===== src/rtl/mips_step_ctrl.sv =====
// Front-panel run/step controller for the MIPS core: synchronizes and debounces two buttons, toggles run_mode, issues step pulses.
// Optional build macro STEP_AUTOREPEAT_EN: a held step button re-issues a step every REPEAT_CYCLES+1 cycles.
module mips_step_ctrl #(
  parameter int unsigned DEBOUNCE_CYCLES = 50000,
  parameter int unsigned CNT_W           = 16,
  parameter bit          RUN_DEFAULT     = 1'b1,
  parameter int unsigned REPEAT_CYCLES   = 25000000,
  parameter int unsigned REP_W           = 25
) (
  input  logic       clk,
  input  logic       rst,
  input  logic       btn_step,
  input  logic       btn_mode,
  output logic       step,
  output logic       run_mode,
  output logic [7:0] step_count
);

  typedef enum logic [1:0] {IDLE, PULSE, HELD} state_t;

  // Counter widths must be able to reach their terminal values.
  if (DEBOUNCE_CYCLES < 1 || 64'(DEBOUNCE_CYCLES) > (64'd1 << CNT_W)) begin : g_bad_cnt_w
    $error("CNT_W too small for DEBOUNCE_CYCLES");
  end
  if (REPEAT_CYCLES < 1 || 64'(REPEAT_CYCLES) > (64'd1 << REP_W)) begin : g_bad_rep_w
    $error("REP_W too small for REPEAT_CYCLES");
  end

  // Bit 0 = step button, bit 1 = mode button.
  logic [1:0]            sync1_q, sync2_q;
  logic [1:0]            stable_q, stable_d;
  logic [1:0]            prev_q;
  logic [1:0][CNT_W-1:0] cnt_q, cnt_d;
  logic [1:0]            press;
  logic                  step_press, mode_press;

  logic                  run_mode_q, run_mode_d;
  state_t                state_q, state_d;
  logic [7:0]            step_count_q, step_count_d;
`ifdef STEP_AUTOREPEAT_EN
  logic [REP_W-1:0]      rep_q, rep_d;
`endif

  always_comb begin
    stable_d = stable_q;
    cnt_d    = cnt_q;
    for (int i = 0; i < 2; i++) begin
      if (sync2_q[i] == stable_q[i]) begin
        cnt_d[i] = '0;
      end else if (cnt_q[i] == CNT_W'(DEBOUNCE_CYCLES - 1)) begin
        stable_d[i] = ~stable_q[i];
        cnt_d[i]    = '0;
      end else begin
        cnt_d[i] = cnt_q[i] + 1'b1;
      end
    end
  end

  assign press      = stable_q & ~prev_q;
  assign step_press = press[0];
  assign mode_press = press[1];
  assign run_mode_d = run_mode_q ^ mode_press;

  // step is a bare one-cycle strobe with no back-pressure: the core must act on every cycle it is high.
  always_comb begin
    state_d      = state_q;
    step_count_d = step_count_q;
`ifdef STEP_AUTOREPEAT_EN
    rep_d        = rep_q;
`endif
    case (state_q)
      IDLE: begin
        if (step_press && !run_mode_q && !mode_press) state_d = PULSE;
      end
      PULSE: begin
        step_count_d = step_count_q + 8'd1;
        state_d      = HELD;
`ifdef STEP_AUTOREPEAT_EN
        rep_d        = '0;
`endif
      end
      HELD: begin
        if (!stable_q[0]) begin
          state_d = IDLE;
`ifdef STEP_AUTOREPEAT_EN
        end else if (run_mode_q) begin
          rep_d = '0;
        end else if (rep_q == REP_W'(REPEAT_CYCLES - 1)) begin
          state_d = PULSE;
          rep_d   = '0;
        end else begin
          rep_d = rep_q + 1'b1;
`endif
        end
      end
      default: state_d = IDLE;
    endcase
  end

  always_ff @(posedge clk or negedge rst) begin
    if (!rst) begin
      sync1_q      <= '0;
      sync2_q      <= '0;
      stable_q     <= '0;
      prev_q       <= '0;
      cnt_q        <= '0;
      run_mode_q   <= RUN_DEFAULT;
      state_q      <= IDLE;
      step_count_q <= '0;
`ifdef STEP_AUTOREPEAT_EN
      rep_q        <= '0;
`endif
    end else begin
      sync1_q      <= {btn_mode, btn_step};
      sync2_q      <= sync1_q;
      stable_q     <= stable_d;
      prev_q       <= stable_q;
      cnt_q        <= cnt_d;
      run_mode_q   <= run_mode_d;
      state_q      <= state_d;
      step_count_q <= step_count_d;
`ifdef STEP_AUTOREPEAT_EN
      rep_q        <= rep_d;
`endif
    end
  end

  assign step       = (state_q == PULSE);
  assign run_mode   = run_mode_q;
  assign step_count = step_count_q;

endmodule


===== config.mk =====
export PLATFORM = sky130hd
export DESIGN_NAME = mips_step_ctrl
export DESIGN_NICKNAME = d
export VERILOG_FILES = /design/src/rtl/mips_step_ctrl.sv
export SDC_FILE = /design/constraint.sdc
export NUM_CORES = 1
export LEC_CHECK = 0
export ABC_CLOCK_PERIOD_IN_PS = 3200
export CAP_MARGIN = 20
export CORE_MARGIN = 2
export CORE_UTILIZATION = 55
export CTS_CLUSTER_DIAMETER = 200
export DETAILED_ROUTE_END_ITERATION = 8
export PLACE_DENSITY = 0.83
export SLEW_MARGIN = 5
export SYNTH_ARGS = -nofsm -noshare
export SYNTH_HDL_FRONTEND = slang
export SYNTH_SLANG_ARGS = --single-unit

===== constraint.sdc =====
create_clock -name clk -period 3.2 [get_ports clk]
set_input_delay 0.48 -clock clk [delete_from_list [all_inputs] [get_ports clk]]
set_output_delay 0.48 -clock clk [all_outputs]
set_load 0.005 [all_outputs]

# Word level (Yosys, flattened, before mapping)
# Index checks and enable logic that the tools add are counted.
[totals]
ff_bits = 51
word_cells = 43
output_inout_bits = 10
[classes]
n_reduce_logical = 8
n_bitwise = 7
n_eq_ne = 8
muxes = 7
addsub = 3
[ops]
columns = ["operator", "n"]
rows = [
  ["16-bit 2-to-1 mux", 4],
  ["16-bit by 1-bit adder with 16-bit output (second input constant)", 2],
  ["16-bit equality test (second input constant)", 2],
  ["8-bit by 1-bit adder with 8-bit output (second input constant)", 1],
  ["2-bit case mux with 3 select lines", 1],
  ["2-bit AND reduction", 3],
  ["2-bit 2-to-1 mux", 2],
  ["2-bit inequality test (second input constant)", 2],
  ["1-bit NOT", 4],
  ["2-bit bitwise AND", 1],
  ["1-bit equality test", 2],
  ["2-bit by 1-bit equality test with 1-bit output (second input constant)", 1],
  ["2-bit equality test (second input constant)", 1],
  ["1-bit logical AND", 2],
  ["1-bit zero test", 2],
  ["2-bit zero test", 1],
  ["2-bit NOT", 1],
  ["1-bit XOR", 1],
]

# Depth between registers and ports, before layout
# Gate-level depths: netlist (run 1).
[depth]
depth_word = 6
mapped_depth = 6
ltp_nobuf = 5

# Worst setup path before layout (run 1)
# OpenSTA, ideal clock, no wires.
[synth_path]
path_kind = "register to register"
startpoint = "register cnt_q[16] (netlist name)"
endpoint = "register stable_q[1]"
stages_incl_launch_ff = 6
slack_ns = 1.494
required_time_ns = 3.075
n_path_buf = 0
synth_period_minus_slack_ns = 1.706
t_arrival_ns = 1.582
path_cell_list = "dfrtp_1 -> ha_1 -> nand3_1 -> or4_4 -> nor2_1 -> mux2_2"
[synth_via]
elab_chain_cells = 2
[synth_rtl]
columns = ["item", "line_no", "source"]
rows = [
  ["start, declared", "33", "logic [1:0][CNT_W-1:0] cnt_q, cnt_d;"],
  ["start signal, assigned", "118", "cnt_q <= cnt_d;"],
  ["16-bit equality test", "50", "end else if (cnt_q[i] == CNT_W'(DEBOUNCE_CYCLES - 1)) begin"],
  ["2-bit AND reduction (no line)", "--", ""],
  ["end signal, assigned", "116", "stable_q <= stable_d;"],
  ["end, declared", "31", "logic [1:0] stable_q, stable_d;"],
]
# Every way passes these cells.
# A chain may end at the register's enable or synchronous reset.

# Worst setup path after layout (run 1)
[layout_path]
startpoint = "register state_q[1]"
endpoint = "output step"
[layout_via]
elab_chain_cells = 1
[layout_rtl]
columns = ["item", "line_no", "source"]
rows = [
  ["start, declared", "38", "state_t state_q, state_d;"],
  ["start signal, assigned", "120", "state_q <= state_d;"],
  ["2-bit by 1-bit equality test with 1-bit output", "128", "assign step = (state_q == PULSE);"],
  ["end, declared", "14", "output logic step,"],
]
# Every way passes these cells.

==> flow_metrics.tcl, run 1 <==
set metrics [dict create \
    critPathLaunch "state_q[1]$_DFFE_PN0P_" \
    synth_edf_count 0 \
    final-setup-viol-count 0 \
    wire_per_inst_um 13.8 \
    p_leak_uw 0.00108 \
    place_hpwl_um 2530 \
    cts_resized 0 \
    grt_max_degree 52 \
    io_buffers 13 \
    crit_chain "nor2b_1 > clkdlybuf4s50_1" \
    initial_core_util_pct 56.9 \
    tritoncts "built" \
    synth_area_um2 2260 \
    drt_first_pass_iters 4 \
    path_max_fanout 7 \
    fin_crit_sh_pct 68.5 \
    coreArea_um2 3970 \
    tns_ps 0 \
    power.density_nw_per_um2 470 \
    relSlewSlack_pct 66.1 \
    crit_type "reg -> out" \
    end_kind "output pin" \
    post_cts.repair.setup_buffers 0 \
    rows 23 \
    cp_top_family "buffers and inverters" \
    vias_per_cell 5.40 \
    dieWidth_um 68.1 \
    reg2regPathDepth 5 \
    grt_pass1_wl_um 6500 \
    layout-drive-gt1-share_pct 7.05 \
    clockRootBuffer "clkbuf_8" \
    path_clk_slew_ps 100 \
    antenna_found_initial 0 \
    n_antenna_cell 0 \
    timing.rr.start "cnt_q[16]$_DFF_PN0_" \
    clock_skew_ps 13.4 \
    slew_violations 0 \
    period_minus_slack_ps 2190 \
    syn_inst 208 \
    slowest_delay_ps 600 \
    cts-htree-levels 2 \
    grt_pass1_vias 1450 \
    min_path_type "in -> async" \
    finalNetCount 233 \
    ant_nets 0 \
    grt_usage_pct 19.1 \
    io_pins 14 \
    ys_dominant_reg_cell "dfrtp_1" \
    synth_top_area_share_pct 55.4 \
    syn_area_per_cell_um2 10.9 \
    ir_worst_vdd_v 0.000269 \
    path_buf_inv 1 \
    crit_required_ps 2720 \
    fmax_ghz 0.456 \
    syn_nets 215 \
    yosysSeqAreaShare_pct 56.5 \
    slowest_stage "clkdlybuf4s50_1" \
    cts-buffers-inserted 5 \
    cp.depth 2 \
    drtIter0Drc 167 \
    vias 1497 \
    synth.distinct_cells 25 \
    yosysTopAreaCell "dfrtp_1" \
    worst_pin_slew_ps 508 \
    ctsHoldBuffers 0 \
    area_growth_pct 14.3 \
    ys_warn_count 0 \
    status "complete, no violations" \
    die_area_um2 4640 \
    fin_area_um2 2580 \
    startpoint_type "flop" \
    gp_congestion 0.921 \
    die_h_um 68.1 \
    arrival_ps 1710 \
    rsz0062_at_grt "no" \
    synthArstFlopShare_pct 100 \
    yosys_register_bits 51 \
    synthTopCellsByArea "dfrtp_1 (55%), xnor2_1 (12%), nor2_1 (6.1%)" \
    clkSinkCount 51 \
    wl_um 3810 \
    grt_overflow 0 \
    post_dp_cell_area_um2 2430 \
    insertion_delay_ps 300 \
    drcViolationCount 0 \
    cts.path.max_buffers 2 \
    hold_violations 0 \
    drv_cap 0 \
]
where the power goes:
part	leakage, uW	switching (uW)	internal (uW)
Combinational	0.000322	23.5	11.8
Clock	0.0000644	208	312
Sequential	0.000695	7.48	653
worst register-to-register path: stages (launching register included):
cell and delay, ps:
dfrtp_1 390, ha_1 210, nand3_1 180, or4_4 480, o21ai_4 350, nor2_1 110
flip-flops by register name, indices dropped and copies added (netlist names):
| register | flops |
|---|---|
| cnt_q | 32 |
| step_count | 8 |
| prev_q | 2 |
| run_mode | 1 |
| state_q | 2 |
| sync1_q | 2 |
| sync2_q | 2 |
| stable_q | 2 |
cells in the mapped netlist, types with 2 or more instances:
library cell,instances
xnor2_1,30
nand2_1,9
nand3_1,16
xor2_1,8
nor2b_1,2
mux2_2,3
dfrtp_1,50
nor4b_1,2
nor3_1,7
and3_1,5
inv_1,7
nor2_1,37
nand2b_1,2
ha_1,3
nand4_1,7
nor4_1,10
nor4bb_1,2
cell type report:
cell class              instances  area, um^2
clock buffers                   5        68.8
multi-input cells             147         936
clock inverters                 3        67.6
flip-flops and latches         51        1280
well taps                      50        62.6
repair buffers                 14         145
inverters                       7        26.3
fillers                       307        1390
layout by cell type, fill, tap and decap left out:
cell / n
dfrtp_1: 50
nor2_1: 37
xnor2_1: 30
nand3_1: 16
clkdlybuf4s50_1: 12
nor4_1: 10
nand2_1: 9
xor2_1: 8
nand4_1: 7
nor3_1: 7
inv_1: 7
and3_1: 5
clkbuf_8: 5
mux2_2: 3
ha_1: 3
nor4b_1: 2
nand2b_1: 2
nor2b_1: 2
nor4bb_1: 2
bufinv_16: 2
or4_4: 1
o21ai_4: 1
a21o_1: 1
and4_1: 1
clkinvlp_4: 1
buf_2: 1
dfstp_2: 1
buf_12: 1
per-stage QoR:
| step | utilization (%) | worst slack [ps] | std cells | hold WS [ps] | power, uW |
|---|---|---|---|---|---|
| CTS | 64.6 | 1000 | 276 | 357 | 1220 |
| global placement | 61.1 | 1360 | 268 | 336 | 705 |
| detailed placement | 61.1 | 1350 | 268 | 336 | 706 |
| floorplan | - | 1490 | 208 | 184 | 688 |
| finish | 65.1 | 1010 | 277 | 30.8 | 1220 |
| global route | 65.1 | 951 | 277 | 31.2 | 1260 |
worst paths after layout:
check                                            end  slack, ps
min in group clk                sync2_q[0]$_DFF_PN0_        350
worst max register to register   cnt_q[28]$_DFF_PN0_       1350
max in group asynchronous         run_mode$_DFF_PN1_       2640
worst min-delay path             cnt_q[16]$_DFF_PN0_         30
worst min register to register  sync2_q[0]$_DFF_PN0_        350
worst max-delay path                            step       1010
metal layers:
layer	part of all wire (%)	GRT usage, %	wire length, um
met5	0	0	0
met4	1.8	7.25	67
met3	3.1	5.43	117
met2	50	30.9	1900
met1	45	24.3	1730
logic make-up after synthesis:
| group | synth area share, % |
|---|---|
| AOI/OAI and AO/OA | 1.05 |
| xor gates and xnor gates | 14.7 |
| adders and majority gates | 1.66 |
| buffers and inverters | 2.05 |
| DFF | 56.5 |
| muxes | 1.49 |
| and+or+nand+nor | 22.5 |
Note: power is estimated with default switching activity, not from simulation.
==> inputs of run 2 (changes only) <==
- ABC_CLOCK_PERIOD_IN_PS: 3200 -> 2240
- clock period: 3.2 -> 2.24 ns (I/O delays scaled with it)
==> flow_metrics.tcl, run 2 (synthesis gave the netlist of run 1 again) <==
set metrics [dict create \
    status "complete, no violations" \
    switching_power_uw 356 \
    final_cell_count_no_fill 278 \
    clock_skew_ps 10.5 \
    cts.path.max_buffers 2 \
    power.internal_uw 1170 \
    fmax_ghz 0.529 \
    wl_um 3750 \
    grt_use_met2_pct 30.0 \
    fill_cells 328 \
    path_buf_inv 0 \
    layout_commonest_cell "dfrtp_1" \
    ctsHoldBuffers 0 \
    io_pins 14 \
    r2r_slack_ps 350 \
    slew_violations 0 \
    dp_cells 270 \
    busiest_layer "met2" \
    p_seq_share_pct 61.8 \
    initial_core_util_pct 56.9 \
    tritoncts "built" \
    startpoint_type "flop" \
    antenna_found_initial 0 \
    crit_required_ps 2410 \
    grt_pass1_wl_um 6580 \
    grt_overflow 0 \
    drt_first_pass_iters 4 \
    largest_reg_flops 32 \
    layout-drive-gt1-share_pct 7.46 \
    relSlewSlack_pct 50.0 \
    worst_pin_slew_ps 750 \
    finalNetCount 234 \
    power.total_uw 1530 \
    p_clk_share_pct 35.1 \
    fin_crit_sh_pct 84.3 \
    cts-buffers-inserted 5 \
    period_minus_slack_ps 1890 \
    ir_worst_vdd_v 0.000417 \
    power_frac_comb_pct 3.1 \
    regMostFlops "cnt_q" \
    post_cts.repair.setup_buffers 0 \
    gp_congestion 0.890 \
    rsz0062_at_grt "no" \
    io_buffers 13 \
    slowest_stage "or4_4" \
    arrival_ps 2060 \
    area_growth_pct 12.2 \
    crit_type "reg -> reg" \
    place_hpwl_um 2570 \
    crit_chain "ha_1 > nand3_1 > or4_4 > o21ai_4 > nor2_1" \
    end_kind "flop" \
    cts_resized 0 \
    vias_per_cell 5.40 \
    insertion_delay_ps 310 \
    timing.rr.start "cnt_q[16]$_DFF_PN0_" \
    n_antenna_cell 0 \
    power.density_nw_per_um2 602 \
    rows 23 \
    ant_nets 0 \
    drcViolationCount 0 \
    dieWidth_um 68.1 \
    cp_top_family "simple AND/OR/NAND/NOR gates" \
    clockRootBuffer "clkbuf_8" \
    grt_usage_pct 19.2 \
    grt_pass1_vias 1446 \
    grt_use_met3_pct 4.11 \
    min_path_type "in -> async" \
    path_clk_slew_ps 100 \
    coreArea_um2 3970 \
    cts-htree-levels 2 \
    final-setup-viol-count 0 \
    p_sw_share_pct 23.3 \
    drtIter0Drc 129 \
    p_leak_uw 0.00106 \
    path_max_fanout 16 \
    drv_cap 0 \
    die_area_um2 4640 \
    mostFrequentLayoutCells "dfrtp_1 (50), nor2_1 (37), xnor2_1 (30), nand3_1 (16), clkdlybuf4s50_1 (12)" \
    clkSinkCount 51 \
    vias 1500 \
    hold_violations 0 \
    reg2regPathDepth 5 \
    die_h_um 68.1 \
    use_met1_pct 26.0 \
    tns_ps 0 \
    rr_endpoint "cnt_q[21]$_DFF_PN0_" \
    wire_per_inst_um 13.5 \
    slowest_delay_ps 470 \
    grt_max_degree 37 \
]
run 2: cell types whose count changed in the layout (fill, tap and decap cells not counted), sizes merged:
cell    delta
buf        +1
bufinv     -2
clkinv     +2
run 2: through the flow:
step	cell area [um^2]	utilization, %	setup slack [ps]	hold slack [ps]
2_1_floorplan	2260	-	534	40.4
3_3_place_gp	2440	61.5	457	337
3_5_place_dp	2440	61.5	363	336
4_1_cts	2540	63.9	334	120
5_1_grt	2540	63.9	223	152
6_report	2540	63.9	351	85.6
run 2: worst max-delay path by stage:
stage                              end                 from  depth (start not counted)
2_1_floorplan  stable_q[1]$_DFFE_PN0P_  cnt_q[16]$_DFF_PN0_                          5
3_3_place_gp       cnt_q[26]$_DFF_PN0_  cnt_q[16]$_DFF_PN0_                          5
3_5_place_dp       cnt_q[26]$_DFF_PN0_  cnt_q[16]$_DFF_PN0_                          5
4_1_cts            cnt_q[21]$_DFF_PN0_  cnt_q[16]$_DFF_PN0_                          5
5_1_grt            cnt_q[21]$_DFF_PN0_  cnt_q[16]$_DFF_PN0_                          5
6_report           cnt_q[21]$_DFF_PN0_  cnt_q[16]$_DFF_PN0_                          5
run 2: area by class of cell:
cell class              instances  area (um^2)  share of cell area, %
flip-flops and latches         51         1280                   50.4
multi-input cells             147          936                   36.9
repair buffers                 15          140                   5.53
clock buffers                   5         68.8                   2.71
well taps                      50         62.6                   2.47
inverters                       7         26.3                   1.04
clock inverters                 3         25.0                  0.987
run 2: routing by layer:
metal  share of wire, %  up-vias
met3                3.0        8
met4                2.0        0
met1                 46      725
met5                  0        -
li1                   -      742
met2                 49       25
run 2: worst register-to-register path, cell delays in order (launching register included):
cell     delay, ps
dfrtp_1        400
ha_1           220
nand3_1        170
or4_4          470
o21ai_4        370
nor2_1         120
run 2: power groups by stage:
stage               Clock (uW)  Combinational (uW)  Sequential (uW)
CTS                        552                50.4              943
detailed placement           0                50.0              961
finish                     536                48.0              943
global placement             0                48.9              960
global route               588                57.9              945
floorplan                    0                23.9              959
